<file path="src/rtl/serial_subtractor_pkg.sv">
// Shared types and constants for the bit-serial subtractor.
// Holds the FSM state encoding and the default operand width.
package serial_subtractor_pkg;

    localparam int DEFAULT_WIDTH = 8;

    typedef enum logic [1:0] {
        IDLE = 2'd0,
        RUN  = 2'd1,
        FIN  = 2'd2
    } state_e;

endpackage

</file>
<file path="src/rtl/serial_subtractor_full_subtractor.sv">
// One-bit full subtractor cell used by the serial datapath.
// Ports: A, B, BIN in; D = A-B-BIN bit, BOUT = borrow out.
module full_subtractor (
    input  logic A,
    input  logic B,
    input  logic BIN,
    output logic D,
    output logic BOUT
);

    assign D    = A ^ B ^ BIN;
    assign BOUT = (~A & B) | (~(A ^ B) & BIN);

endmodule

</file>
<file path="src/rtl/serial_subtractor.sv">
// Bit-serial subtractor: D = A - B - BIN, LSB first, one bit/cycle.
// Ports: CLK, RST_N, START, A, B, BIN in; BUSY, DONE, D, BOUT out.
module serial_subtractor
    import serial_subtractor_pkg::*;
#(
    parameter int WIDTH = DEFAULT_WIDTH
) (
    input  logic             CLK,
    input  logic             RST_N,
    input  logic             START,
    input  logic [WIDTH-1:0] A,
    input  logic [WIDTH-1:0] B,
    input  logic             BIN,
    output logic             BUSY,
    output logic             DONE,
    output logic [WIDTH-1:0] D,
    output logic             BOUT
);

    localparam int CNT_W = $clog2(WIDTH);
    localparam logic [CNT_W-1:0] LAST = CNT_W'(WIDTH - 1);

    state_e           state_q, state_d;
    logic [CNT_W-1:0] cnt_q, cnt_d;
    logic [WIDTH-1:0] a_q, a_d;
    logic [WIDTH-1:0] b_q, b_d;
    logic [WIDTH-1:0] diff_q, diff_d;
    logic             bw_q, bw_d;
    logic [WIDTH-1:0] d_q, d_d;
    logic             bout_q, bout_d;
    logic             busy_q, busy_d;
    logic             done_q, done_d;

    logic fs_d;
    logic fs_bout;

    full_subtractor u_fs (
        .A    (a_q[0]),
        .B    (b_q[0]),
        .BIN  (bw_q),
        .D    (fs_d),
        .BOUT (fs_bout)
    );

    always_comb begin
        state_d = state_q;
        cnt_d   = cnt_q;
        a_d     = a_q;
        b_d     = b_q;
        diff_d  = diff_q;
        bw_d    = bw_q;
        d_d     = d_q;
        bout_d  = bout_q;
        unique case (state_q)
            IDLE: begin
                if (START) begin
                    state_d = RUN;
                    cnt_d   = '0;
                    a_d     = A;
                    b_d     = B;
                    bw_d    = BIN;
                end
            end
            RUN: begin
                // Difference bits enter at the MSB end so that after
                // WIDTH shifts bit 0 sits at position 0.
                a_d    = a_q >> 1;
                b_d    = b_q >> 1;
                diff_d = {fs_d, diff_q[WIDTH-1:1]};
                bw_d   = fs_bout;
                cnt_d  = cnt_q + CNT_W'(1);
                if (cnt_q == LAST) begin
                    state_d = FIN;
                    cnt_d   = '0;
                    d_d     = {fs_d, diff_q[WIDTH-1:1]};
                    bout_d  = fs_bout;
                end
            end
            FIN: begin
                state_d = IDLE;
            end
            default: begin
                state_d = IDLE;
            end
        endcase
        busy_d = (state_d == RUN);
        done_d = (state_d == FIN);
    end

    always_ff @(posedge CLK or negedge RST_N) begin
        if (!RST_N) begin
            state_q <= IDLE;
            cnt_q   <= '0;
            a_q     <= '0;
            b_q     <= '0;
            diff_q  <= '0;
            bw_q    <= 1'b0;
            d_q     <= '0;
            bout_q  <= 1'b0;
            busy_q  <= 1'b0;
            done_q  <= 1'b0;
        end else begin
            state_q <= state_d;
            cnt_q   <= cnt_d;
            a_q     <= a_d;
            b_q     <= b_d;
            diff_q  <= diff_d;
            bw_q    <= bw_d;
            d_q     <= d_d;
            bout_q  <= bout_d;
            busy_q  <= busy_d;
            done_q  <= done_d;
        end
    end

    assign BUSY = busy_q;
    assign DONE = done_q;
    assign D    = d_q;
    assign BOUT = bout_q;

endmodule

</file>
<file path="config.mk">
export PLATFORM = sky130hd
export DESIGN_NAME = serial_subtractor
export DESIGN_NICKNAME = d
export VERILOG_FILES = /design/src/rtl/serial_subtractor_pkg.sv /design/src/rtl/serial_subtractor_full_subtractor.sv /design/src/rtl/serial_subtractor.sv
export SDC_FILE = /design/constraint.sdc
export NUM_CORES = 1
export LEC_CHECK = 0
export CORE_MARGIN = 2
export CORE_UTILIZATION = 45
export CTS_CLUSTER_DIAMETER = 60
export DETAILED_ROUTE_END_ITERATION = 8
export PLACE_DENSITY_LB_ADDON = 0.25
export SETUP_SLACK_MARGIN = 0.02
export SYNTH_ARGS = -nofsm -noshare
export SYNTH_HDL_FRONTEND = slang
export SYNTH_SLANG_ARGS = --single-unit
</file>
<file path="constraint.sdc">
create_clock -name CLK -period 1.6 [get_ports CLK]
set_input_delay 0.32 -clock CLK [delete_from_list [all_inputs] [get_ports CLK]]
set_output_delay 0.32 -clock CLK [all_outputs]
set_load 0.01 [all_outputs]
</file>
## After elaboration in Yosys (flattened, before gate mapping)

Cells that the tools add are included.

| storage, ports and cells | value |
|---|---|
| input bits | 20 |
| flip-flop bits (word level) | 41 |
| logic and storage cells | 39 |

| cells by class | value |
|---|---|
| muxes and demuxes | 12 |
| bitwise logic cells | 7 |
| reductions and logical operators | 4 |
| $add $sub $neg | 1 |
| equality and inequality tests | 5 |

Operator list:

| operator | number |
|---|---|
| $pmux W8 S2 | 2 |
| $mux W8 | 2 |
| $mux W3 | 2 |
| $pmux W3 S2 | 1 |
| $eq A2 B1 Y1 const B | 2 |
| $mux W2 | 2 |
| $pmux W2 S2 | 1 |
| $reduce_and A2 Y1 | 2 |
| $add A3 B1 Y3 const B | 1 |
| $eq A3 B3 Y1 const B | 1 |
| $and A1 B1 Y1 | 2 |
| $eq A2 B2 Y1 const B | 1 |
| $logic_not A2 Y1 | 1 |
| $ne A2 B2 Y1 const B | 1 |
| $not A1 Y1 | 2 |
| $pmux W1 S2 | 1 |
| $reduce_bool A2 Y1 | 1 |
| $xor A1 B1 Y1 | 2 |
| $mux W1 | 1 |
| $or A1 B1 Y1 | 1 |

## Logic depth before layout (Yosys ltp)

Gate-level depths: netlist of the first run.

| depth | value |
|---|---|
| depth in word-level cells | 5 |
| depth in mapped cells | 5 |
| depth with buffers taken out | 4 |

## Modules after synthesis

Synthesis of the first run repeated with hierarchy kept, for this count alone.

| second synthesis, totals | value |
|---|---|
| cell total of the unflattened synthesis | 166 |
| area, all modules | 1823.0 um2 |

Modules (own cells, without submodules):

| module | cells an instance | times used | area an instance (um2) | seq. area each (um2) |
|---|---|---|---|---|
| serial_subtractor | 162 | 1 | 1791.7 | 1001.0 |
| full_subtractor | 4 | 1 | 31.3 | 0.0 |

## Least setup slack after synthesis of the first run

Ideal clock, no wire load.

| path | value |
|---|---|
| path kind | register to register |
| from | register cnt_q[0] |
| to | register bout_q (netlist: BOUT) |
| setup time | 0.125 ns |
| arrival time | 1.352 ns |
| stages on the path, launching flop included | 6 |
| slack | 0.123 ns |
| data required time | 1.475 ns |
| cells stage by stage | dfrtp_1 ha_1 ha_1 nand3b_4 buf_6 mux2_4 |

| between the ends | value |
|---|---|
| longest elaborated chain between the ends | 2 |

Ends and longest elaborated chain:

| element | line | text |
|---|---|---|
| start: declaration | serial_subtractor.sv:24 | `logic [CNT_W-1:0] cnt_q, cnt_d;` |
| start signal: assignment | serial_subtractor.sv:104 | `cnt_q <= cnt_d;` |
| $eq A3 B3 Y1 | serial_subtractor.sv:72 | `if (cnt_q == LAST) begin` |
| $reduce_and A2 Y1 (no line) | - |  |
| end signal: assignment | serial_subtractor.sv:110 | `bout_q <= bout_d;` |
| end: declaration | serial_subtractor.sv:30 | `logic bout_q, bout_d;` |

Every way passes these cells.
A chain may end at the register's enable or synchronous reset.

## Worst setup path in the final report of the first run

| path | value |
|---|---|
| from | register bout_q (netlist: BOUT) |
| to | output BOUT |

RTL lines:

| element | line | text |
|---|---|---|
| end: declaration | serial_subtractor.sv:17 | `output logic BOUT` |

No word-level cell between the ends.

==> flow_summary.toml, run 1 <==
[synth]
synth_area_leader_cell = "dfrtp_1"
synth-main-ff-cell = "dfrtp_1"
post-synth-top-area-fraction = 0.555
ys_seq_area_frac = 0.555
synthDistinctLibCells = 25
ys_ff_latch = 40
synth_edf_count = 0
yosys-top-cells-count = "dfrtp_1 (40), inv_1 (23), nor2_1 (11)"
synthCells = 145
synth_most_common_cell = "dfrtp_1"
syn_area_per_cell_um2 = 12.4
async_flop_share = 1.00
synthTopCellsByArea = "dfrtp_1 (56%), mux2_4 (5.8%), a222oi_1 (5.6%), inv_1 (4.8%), mux2_2 (4.4%)"
netlist_area_mm2 = 0.00180
syn-num-nets = 168
yosys_warnings = 0

[hold_path]
hp-class = "in -> async"

[placed_design]
gp_congestion = 0.769
postPlaceCellArea_mm2 = 0.00216
place_ws_ns = -0.143
hpwl_mm = 2.38
port_buffers = 30

[timing]
skew_ns = 0.00394
setup_viol = 0
hold_ws_ns = 0.0748
layout_setup_ws_ns = 0.0900
finalCriticalPeriod_ns = 1.51
relSlewSlack = 0.673
slew_viol_final = 0
min_period_over_period = 0.944
rsz0062_at_grt = "false"
worstMarginPinSlew_ns = 0.490
hold_violations = 0
timing.fmax_mhz = 662

[final_layout]
fillerInstances = 353
fin_nets = 204
area_growth_pct = 25.2
diodes = 0
fin_area_mm2 = 0.00226
fin_util = 0.577
layout-drive-gt1-share = 0.198

[worst_setup_path]
worstPathCellList = "clkdlybuf4s50_1"
cp_num_buf_inv = 1
critPathLaunchType = "flip-flop"
crit_type = "reg -> out"
cpMaxStageDelayCell = "clkdlybuf4s50_1"
critical_path.max_fanout = 2
worst_path_dominant_cell_family = "buffers and inverters"
cp.required_ns = 1.28
worst_ep_arrival_time_ns = 1.19
max_stage_delay_ns = 0.54
r2r-start = "cnt_q[0]"
endpoint_kind = "primary output"
critPathLaunch = "BOUT"

[die]
core_region_area_mm2 = 0.00391
rows = 23
die_h_um = 67.3
ios = 31
initial_utilization = 0.461
die-area_mm2 = 0.00453
die_x_um = 67.3

[drt]
post_drt_via_cell_ratio = 5.28
firstDrtPassIters = 6
drt-total-wl_mm = 3.31
wl_per_cell_um = 14.3
drtIter0Drc = 79
postRouteAntennaNets = 0
route.detailed.drc = 0
num_vias = 1226

[cts]
cts_resized = 0
clk_latency_ns = 0.29
clkTransAtPathRegs_ns = 0.07
cts-buffers-inserted = 5
hold_buffers = 0
cts_htree_levels = 2
post-cts-setup-buffer-count = 0
cts_num_sinks = 40
clock_path_buffers = 2
cts_root_buf = "clkbuf_8"
cts_tree = "built"

[power]
p_total_mw = 4.43
ir_worst_vdd_uv = 771
p_leak_nw = 1.06
powerDensity_mw_per_mm2 = 1960

[global_route]
grt-ovfl-total = 0
grt.total_usage = 0.172
grt_max_degree = 41
antenna_found_initial = 0
grt_pass1_wl_mm = 5.55
grt_pass1_vias = 1248

[outcome]
status = "complete, no violations"

[run]
drv_cap = 0
==> final timing paths <==
kind                            cells after the start       end  slack (ns)
min in group CLK                                    2    b_q[7]        0.49
worst min register to register                      2    b_q[7]        0.49
worst max register to register                      4      D[0]        0.10
max in group asynchronous                           2  cnt_q[1]        1.18
worst max-delay path                                1      BOUT        0.09
worst min-delay path                                2      D[4]        0.07
==> power breakdown <==
group          total, mW  leakage (nW)  switching [mW]  internal, mW
sequential          1.78         0.478           0.269          1.51
combinational       1.98         0.528           0.841          1.14
clock              0.679        0.0510           0.336         0.344
==> cell families (layout without fill, tap and decap cells) <==
logic type               count (synthesis)  in the layout  share of synthesized area
flip-flops                              40             40                      0.555
AO/OA/AOI/OAI                           23             23                      0.111
AND/OR/NAND/NOR                         28             28                      0.103
buffers and inverters                   35             72                     0.0930
adder cells (fa/ha/maj)                  3              3                     0.0250
multiplexers                            16             16                      0.113
==> through the flow <==
stage	TNS, ns	instances
2_1_floorplan	0	145
3_3_place_gp	-0.965	224
3_5_place_dp	-1.24	224
4_1_cts	0	232
5_1_grt	0	232
6_report	0	232
==> flip-flops by register name, summed over array words and instances (netlist names) <==
signal	cells
D	8
a_q	8
b_q	8
diff_q	7
cnt_q	3
state_q	2
BOUT	1
BUSY	1
DONE	1
bw_q	1
==> final cells by class <==
class	count	area [um2]	area share
clock inverters	2	10.0	0.00443
multi-input cells	70	637	0.282
inverters	23	86.3	0.0382
flip-flops and latches	40	1000	0.443
repair buffers	41	378	0.167
clock buffers	6	82.6	0.0366
well taps	50	62.6	0.0277
==> cells in the final DEF, fill, tap and decap left out, types with 5 or more instances in the layout <==
cell             instances
clkbuf_8                 6
mux2_2                   7
a222oi_1                10
inv_1                   23
mux2_4                   7
clkdlybuf4s50_1         29
buf_4                   11
nor2_1                  11
dfrtp_1                 40
a211oi_1                 5
nor4b_1                  5
nor3b_1                  5
==> metal layers <==
layer / vias up / wire, um / GRT usage
met5: - / 0 / 0
met4: 0 / 60 / 0.0740
met3: 6 / 183 / 0.0600
met2: 34 / 1680 / 0.287
met1: 605 / 1390 / 0.199
li1: 581 / - / -
Power figures use the tool's default switching activity.
==> inputs of run 2 (changes only) <==
==> constraint.sdc (replaced) <==
create_clock -name CLK -period 1.3 [get_ports CLK]
set_input_delay 0.26 -clock CLK [delete_from_list [all_inputs] [get_ports CLK]]
set_output_delay 0.26 -clock CLK [all_outputs]
set_load 0.01 [all_outputs]
==> flow_summary.toml, run 2 (same netlist as run 1, synthesis figures left out) <==
[die]
die-area_mm2 = 0.00453
core_region_area_mm2 = 0.00391
initial_utilization = 0.461
die_h_um = 67.3
ios = 31
die_x_um = 67.3
rows = 23

[global_route]
grt_pass1_vias = 1340
antenna_found_initial = 0
grt_max_degree = 41
grt-ovfl-total = 0
grt.total_usage = 0.198
grt_pass1_wl_mm = 6.38

[final_layout]
fin_area_mm2 = 0.00256
layout-drive-gt1-share = 0.353
area_growth_pct = 42.0
mostFrequentLayoutCells = "dfrtp_1 (38), inv_1 (23), buf_4 (19), clkdlybuf4s50_1 (18)"
fin_cells = 251
diodes = 0
fillerInstances = 301
layout_commonest_cell = "dfrtp_1"
fin_nets = 224
fin_util = 0.654

[worst_setup_path]
worstPathCellList = "ha_2, ha_4, nand3b_4, mux2_4"
cp.required_ns = 1.48
cpMaxStageDelayCell = "dfrtp_1"
max_stage_delay_ns = 0.39
crit_type = "reg -> reg"
reg2reg_slack_ns = -0.04
critPathLaunchType = "flip-flop"
worst_ep_arrival_time_ns = 1.52
critical_path.max_fanout = 5
endpoint_kind = "flip-flop"

[drt]
postRouteAntennaNets = 0
drt-total-wl_mm = 4.02
drtIter0Drc = 167
wl_per_cell_um = 16.0
firstDrtPassIters = 4
post_drt_via_cell_ratio = 5.20
route.detailed.drc = 0
num_vias = 1305

[placed_design]
hpwl_mm = 2.46
port_buffers = 30
dp.cells = 229
postPlaceCellArea_mm2 = 0.00223
gp_congestion = 0.768

[timing]
rsz0062_at_grt = "true"
min_period_over_period = 1.03
layout_setup_ws_ns = -0.0389
hold_violations = 0
relSlewSlack = 0.718
setup_viol = 8
slew_viol_final = 0
timing.fmax_mhz = 747
worstMarginPinSlew_ns = 0.421
skew_ns = 0.00747
finalCriticalPeriod_ns = 1.34

[power]
p_leak_nw = 1.21
ir_worst_vdd_uv = 1410
powerDensity_mw_per_mm2 = 2360

[cts]
cts_htree_levels = 2
clk_latency_ns = 0.30
cts-buffers-inserted = 5
cts_tree = "built"
cts_num_sinks = 40
clock_path_buffers = 2
cts_root_buf = "clkbuf_8"
clkTransAtPathRegs_ns = 0.08

[hold_path]
hp-class = "in -> async"

[run]
drv_cap = 0

[outcome]
violations = "setup timing"
status = "complete, but fails checks"
-- run 2: changes by cell type in the layout (fill, tap and decap cells not counted), sizes merged --
cell and change:
nand3b +1, dlygate4sd2 +11, dlygate4sd3 +1, buf +18
clkinvlp +1, clkinv -1, clkbuf -1, clkdlybuf4s50 -11
-- run 2: report_power, final --
part	switching, mW	internal (mW)	total, mW
Combinational	1.31	1.75	3.06
Clock	0.435	0.363	0.799
Sequential	0.326	1.86	2.19
-- run 2: worst max-delay path, delay by kind of cell (launching register included) --
| family | cells | cell delay (ns) |
|---|---|---|
| adder cells (fa/ha/maj) | 2 | 0.39 |
| flip-flops | 1 | 0.39 |
| AND/OR/NAND/NOR | 1 | 0.14 |
| multiplexers | 1 | 0.32 |
-- run 2: path summary, 6_finish.rpt --
check	start	end	cells after the start
hold / removal	RST_N	D[7]	3
hold reg to reg	D[4]	D[4]	1
setup / recovery	cnt_q[0]	D[3]	4
min in group CLK	D[4]	D[4]	1
max in group asynchronous	RST_N	state_q[1]	3
setup reg to reg	cnt_q[0]	D[3]	4
-- run 2: area by class of cell --
class,count,area [um2],area share
inverters,23,86.3,0.0337
clock buffers,5,68.8,0.0269
repair buffers,60,556,0.217
well taps,50,62.6,0.0244
clock inverters,2,12.5,0.00489
multi-input cells,71,771,0.301
flip-flops and latches,40,1000,0.392
-- run 2: repair_timing --
item	in CTS	in global routing
cloned	2	0
pin swaps	6	3
hold buffers	1	0
hold endpoints to repair	40	0
resized for setup	28	15
setup endpoints to repair	46	29
setup buffers	6	6
-- run 2: through the flow --
step | hold WS [ns] | setup TNS (ns) | worst slack (ns) | total power [mW]
floorplan | -0.0356 | -0.425 | -0.0607 | 3.89
global placement | 0.244 | -5.37 | -0.300 | 4.66
detailed placement | 0.246 | -6.40 | -0.348 | 4.80
CTS | 0.458 | -0.259 | -0.0453 | 5.79
global route | 0.477 | -0.699 | -0.0634 | 6.49
finish | 0.455 | -0.212 | -0.0389 | 6.05
-- run 2: metal layers --
metal  up-vias  track usage  share of wire
li1        619            -              -
met5         -            0              0
met4         0       0.0612         0.0045
met2        35        0.323           0.52
met3         2       0.0600          0.051
met1       649        0.252           0.43
==> inputs of run 3 (changes only) <==
--- a/config.mk
+++ b/config.mk
@@ -5,7 +5,7 @@
 export SDC_FILE = /design/constraint.sdc
 export NUM_CORES = 1
 export LEC_CHECK = 0
-export CORE_MARGIN = 2
+export CORE_MARGIN = 3
 export CORE_UTILIZATION = 45
 export CTS_CLUSTER_DIAMETER = 60
 export DETAILED_ROUTE_END_ITERATION = 8
@@ -14,3 +14,4 @@
 export SYNTH_ARGS = -nofsm -noshare
 export SYNTH_HDL_FRONTEND = slang
 export SYNTH_SLANG_ARGS = --single-unit
+export TNS_END_PERCENT = 20
==> constraint.sdc (replaced) <==
create_clock -name CLK -period 1.1 [get_ports CLK]
set_input_delay 0.22 -clock CLK [delete_from_list [all_inputs] [get_ports CLK]]
set_output_delay 0.22 -clock CLK [all_outputs]
set_load 0.01 [all_outputs]
==> flow_summary.toml, run 3 (same netlist as run 1, synthesis figures left out) <==
[worst_setup_path]
max_stage_delay_ns = 0.40
r2r-end = "D[5]"
cpMaxStageDelayCell = "dfrtp_1"
critPathLaunchType = "flip-flop"
worst_ep_arrival_time_ns = 1.53
endpoint_kind = "flip-flop"
cp.required_ns = 1.27
critical_path.max_fanout = 5
reg2reg_slack_ns = -0.25
r2r_cells = 4
r2r-start = "cnt_q[1]"
worstPathCellList = "ha_2, ha_4, nand3b_4, mux2_4"
crit_type = "reg -> reg"

[timing]
rsz0062_at_grt = "true"
worstMarginPinSlew_ns = 0.406
timing.fmax_mhz = 738
skew_ns = 0.00544
relSlewSlack = 0.728
setup_viol = 40
finalCriticalPeriod_ns = 1.35
slew_viol_final = 0
min_period_over_period = 1.23
hold_violations = 0
layout_setup_ws_ns = -0.254
hold_ws_ns = 0.429

[global_route]
grt_max_degree = 41
grt_pass1_vias = 1380
grt_pass1_wl_mm = 6.64
grt-ovfl-total = 0
antenna_found_initial = 0
grt.total_usage = 0.171

[cts]
clk_latency_ns = 0.29
clock_path_buffers = 2
cts_tree = "built"
cts-buffers-inserted = 5
cts_htree_levels = 2
clkTransAtPathRegs_ns = 0.08
cts_root_buf = "clkbuf_8"
cts_num_sinks = 40

[die]
initial_utilization = 0.478
core_region_area_mm2 = 0.00377
die_h_um = 69.3
rows = 22
die_x_um = 69.3
die-area_mm2 = 0.00480
ios = 31

[power]
powerDensity_mw_per_mm2 = 2840
p_leak_nw = 1.25
ir_worst_vdd_uv = 1200

[drt]
num_vias = 1333
post_drt_via_cell_ratio = 5.35
drt-total-wl_mm = 3.83
route.detailed.drc = 0
postRouteAntennaNets = 0
drtIter0Drc = 109
wl_per_cell_um = 15.4
firstDrtPassIters = 6

[outcome]
status = "complete, but fails checks"
violations = "setup timing"

[placed_design]
gp_congestion = 0.787
dp.cells = 229
hpwl_mm = 2.41
port_buffers = 30

[final_layout]
diodes = 0
fin_cells = 249
mostFrequentLayoutCells = "dfrtp_1 (40), inv_1 (22), buf_4 (19), clkdlybuf4s50_1 (17), mux2_4 (14)"
area_growth_pct = 42.7
fin_nets = 223
layout-drive-gt1-share = 0.413
layout_commonest_cell = "dfrtp_1"

[run]
drv_cap = 0

[hold_path]
hp-class = "in -> async"
## run 3: cell types whose count changed in the layout (fill, tap and decap cells not counted), moves of 2 or more
cell           before  now
mux2_2              6    0
mux2_4              8   14
buf_2               1   13
dlygate4sd2_1      11    0
nor3b_1             5    1
nor3b_2             0    4
dfrtp_2             2    0
buf_12              1    3
buf_6               9    5
nor4b_2             3    1
dfrtp_1            38   40
## run 3: final cells by class
cell class                      count  area [um2]
Clock buffer                        7        86.3
Clock inverter                      1        7.51
Fill cell                         278        1200
Inverter                           23        86.3
Multi-Input combinational cell     71         815
Sequential cell                    40        1000
Tap cell                           48        60.1
Timing Repair Buffer               59         517
## run 3: worst max-delay path by stage
stage,startpoint,end,cells past startpoint
2_1_floorplan,cnt_q[0],BOUT,5
3_3_place_gp,START,a_q[0],3
3_5_place_dp,START,a_q[6],3
4_1_cts,cnt_q[0],D[5],4
5_1_grt,cnt_q[1],D[5],4
6_report,cnt_q[1],D[5],4
## run 3: routing by layer
| layer | wire length [um] | vias to the layer above | global-route usage |
|---|---|---|---|
| met2 | 1860 | 59 | 0.257 |
| li1 | - | 623 | - |
| met3 | 233 | 9 | 0.0420 |
| met4 | 74 | 0 | 0.0824 |
| met5 | 0 | - | 0 |
| met1 | 1660 | 642 | 0.231 |
## run 3: through the flow
stage | setup TNS [ns] | cell area, um2 | setup slack, ns | total power, mW | utilization
global placement | -10.56 | 2260 | -0.482 | 5.60 | 0.601
global route | -7.69 | 2570 | -0.287 | 7.85 | 0.682
CTS | -5.48 | 2520 | -0.259 | 7.22 | 0.669
detailed placement | -11.70 | 2260 | -0.554 | 5.77 | 0.601
floorplan | -2.85 | 1820 | -0.261 | 4.60 | -
finish | -5.68 | 2570 | -0.254 | 7.29 | 0.682
## run 3: timing repair
action,4_1_cts,5_1_grt
hold buffers,1,0
endpoints found under the hold margin,40,0
pin swaps,11,5
endpoints found under the setup margin,51,41
buffers inserted,9,1
gates resized for setup,71,10
gates cloned,2,0
## run 3: power breakdown
group | switching, mW | total, mW | internal (mW)
clock | 0.491 | 1.00 | 0.509
combinational | 1.58 | 3.71 | 2.13
sequential | 0.392 | 2.59 | 2.19
total | 2.46 | 7.29 | 4.83
## run 3: worst max-delay path: cells and delay by family (launching register included)
kind                       cells  cell delay [ns]
muxes                          1             0.32
and+or+nand+nor                1             0.14
adders and majority gates      2             0.38
DFF                            1             0.40
==> variant, RTL diff (flow settings as in run 2) <==
Set the package constant `DEFAULT_WIDTH` to 16 (it was 8).
--- a/src/rtl/serial_subtractor_pkg.sv
+++ b/src/rtl/serial_subtractor_pkg.sv
@@ -3,5 +3,5 @@
 package serial_subtractor_pkg;
 
-    localparam int DEFAULT_WIDTH = 8;
+    localparam int DEFAULT_WIDTH = 16;
 
     typedef enum logic [1:0] {
Ports: changed (resized A, B and D); port bits go from 31 to 55. The function was not compared with the original's and may differ.
==> variant against run 2 <==
The flow still finishes with violations (negative setup slack). Synthesized area rose by 72%. Worst setup slack got worse by 0.036 ns. Sequential cell count grew 33. Design area increased by 80%. Total power is 61% higher. Wire length up 74%. Core utilization up 3.0 points. Non-clock buffer count is 39 higher. Largest cell class unchanged.
==> variant: results (changes against run 2) <==
Place
  • GPL Wtd Cong: 0.795 (was 0.768)
  • Hpwl dp: 4300 um (was 2460 um)

Timing
  • Setup Viol. Count Final: 44 (was 8)
  • Final WS setup: -0.0745 ns (was -0.0389 ns)
  • Min Hold Slack: 0.344 ns (was 0.455 ns)
  • Least-Margin Pin Slew: 0.283 ns (was 0.421 ns)

Layout
  • Multi-input gates: 185 (was 71)
  • Non-clk buf share: 23.8% (was 21.7%)
  • Clock Buffer Count: 12 (was 5)

Setup path
  • R2r worst-path depth: 5 (was 4)
  • Worst setup path startpoint: cnt_q[1]$_DFFE_PN0P_ (was cnt_q[0]$_DFFE_PN0P_)
  • Critical path fanouts, max: 10 (was 5)

Synth
  • Top post-synthesis cells by count: nand2_1 (78), dfrtp_1 (73), a22oi_1 (31) (was dfrtp_1 (40), inv_1 (23), nor2_1 (11))
  • Netlist cell types: 31 (was 25)
  • Mapped Nets: 320 (was 168)

Clocking
  • Clk_lat worst skew: 0.34 ns (was 0.30 ns)

Status
  • Status: complete, but fails checks (unchanged)
  • Failing checks: negative setup slack (unchanged)

Routing
  • DR iter-0 viols: 124 (was 167)
  • Total wire length: 6980 um (was 4020 um)
  • Met2 routed WL: 3440 um (was 2080 um)
  • Routed met1 length: 3120 um (was 1720 um)
  • WL per Instance: 15.3 um (was 16.0 um)

Global routing
  • GR Util met3: 4.36% (was 6.00%)
  • Via count of the first global-routing pass: 2289 (was 1340)
  • First-pass GRT wire length: 11000 um (was 6380 um)
## variant: cell types whose count changed after synthesis, sizes merged, moves of 9 or more
cell	before	now
a22oi	0	31
dfrtp	40	73
a222oi	10	0
o21ai	0	36
nor2	11	2
nand2	2	78
inv	23	3
## variant: power by group
part	total [mW]	leakage [nW]	switching [mW]	internal, mW
sequential	3.85	0.946	0.666	3.18
combinational	4.13	1.12	1.85	2.29
clock	1.77	0.102	0.791	0.976
## variant: timing repair
item                                   in CTS  in global routing
setup endpoints to repair                  48                 70
gates resized for setup                    43                101
setup buffers                               4                  5
hold buffers                                1                  0
endpoints found under the hold margin      16                  0
pin swaps                                   0                 24
cloned                                      2                  4
## variant: kinds of logic after synthesis
logic type / after synthesis / synth area share (%)
compound gates: 77 / 15.7
buf+inv: 24 / 4.68
simple gates: 90 / 12.8
mux: 16 / 6.90
flops: 73 / 58.9
fa+ha+maj: 2 / 1.05
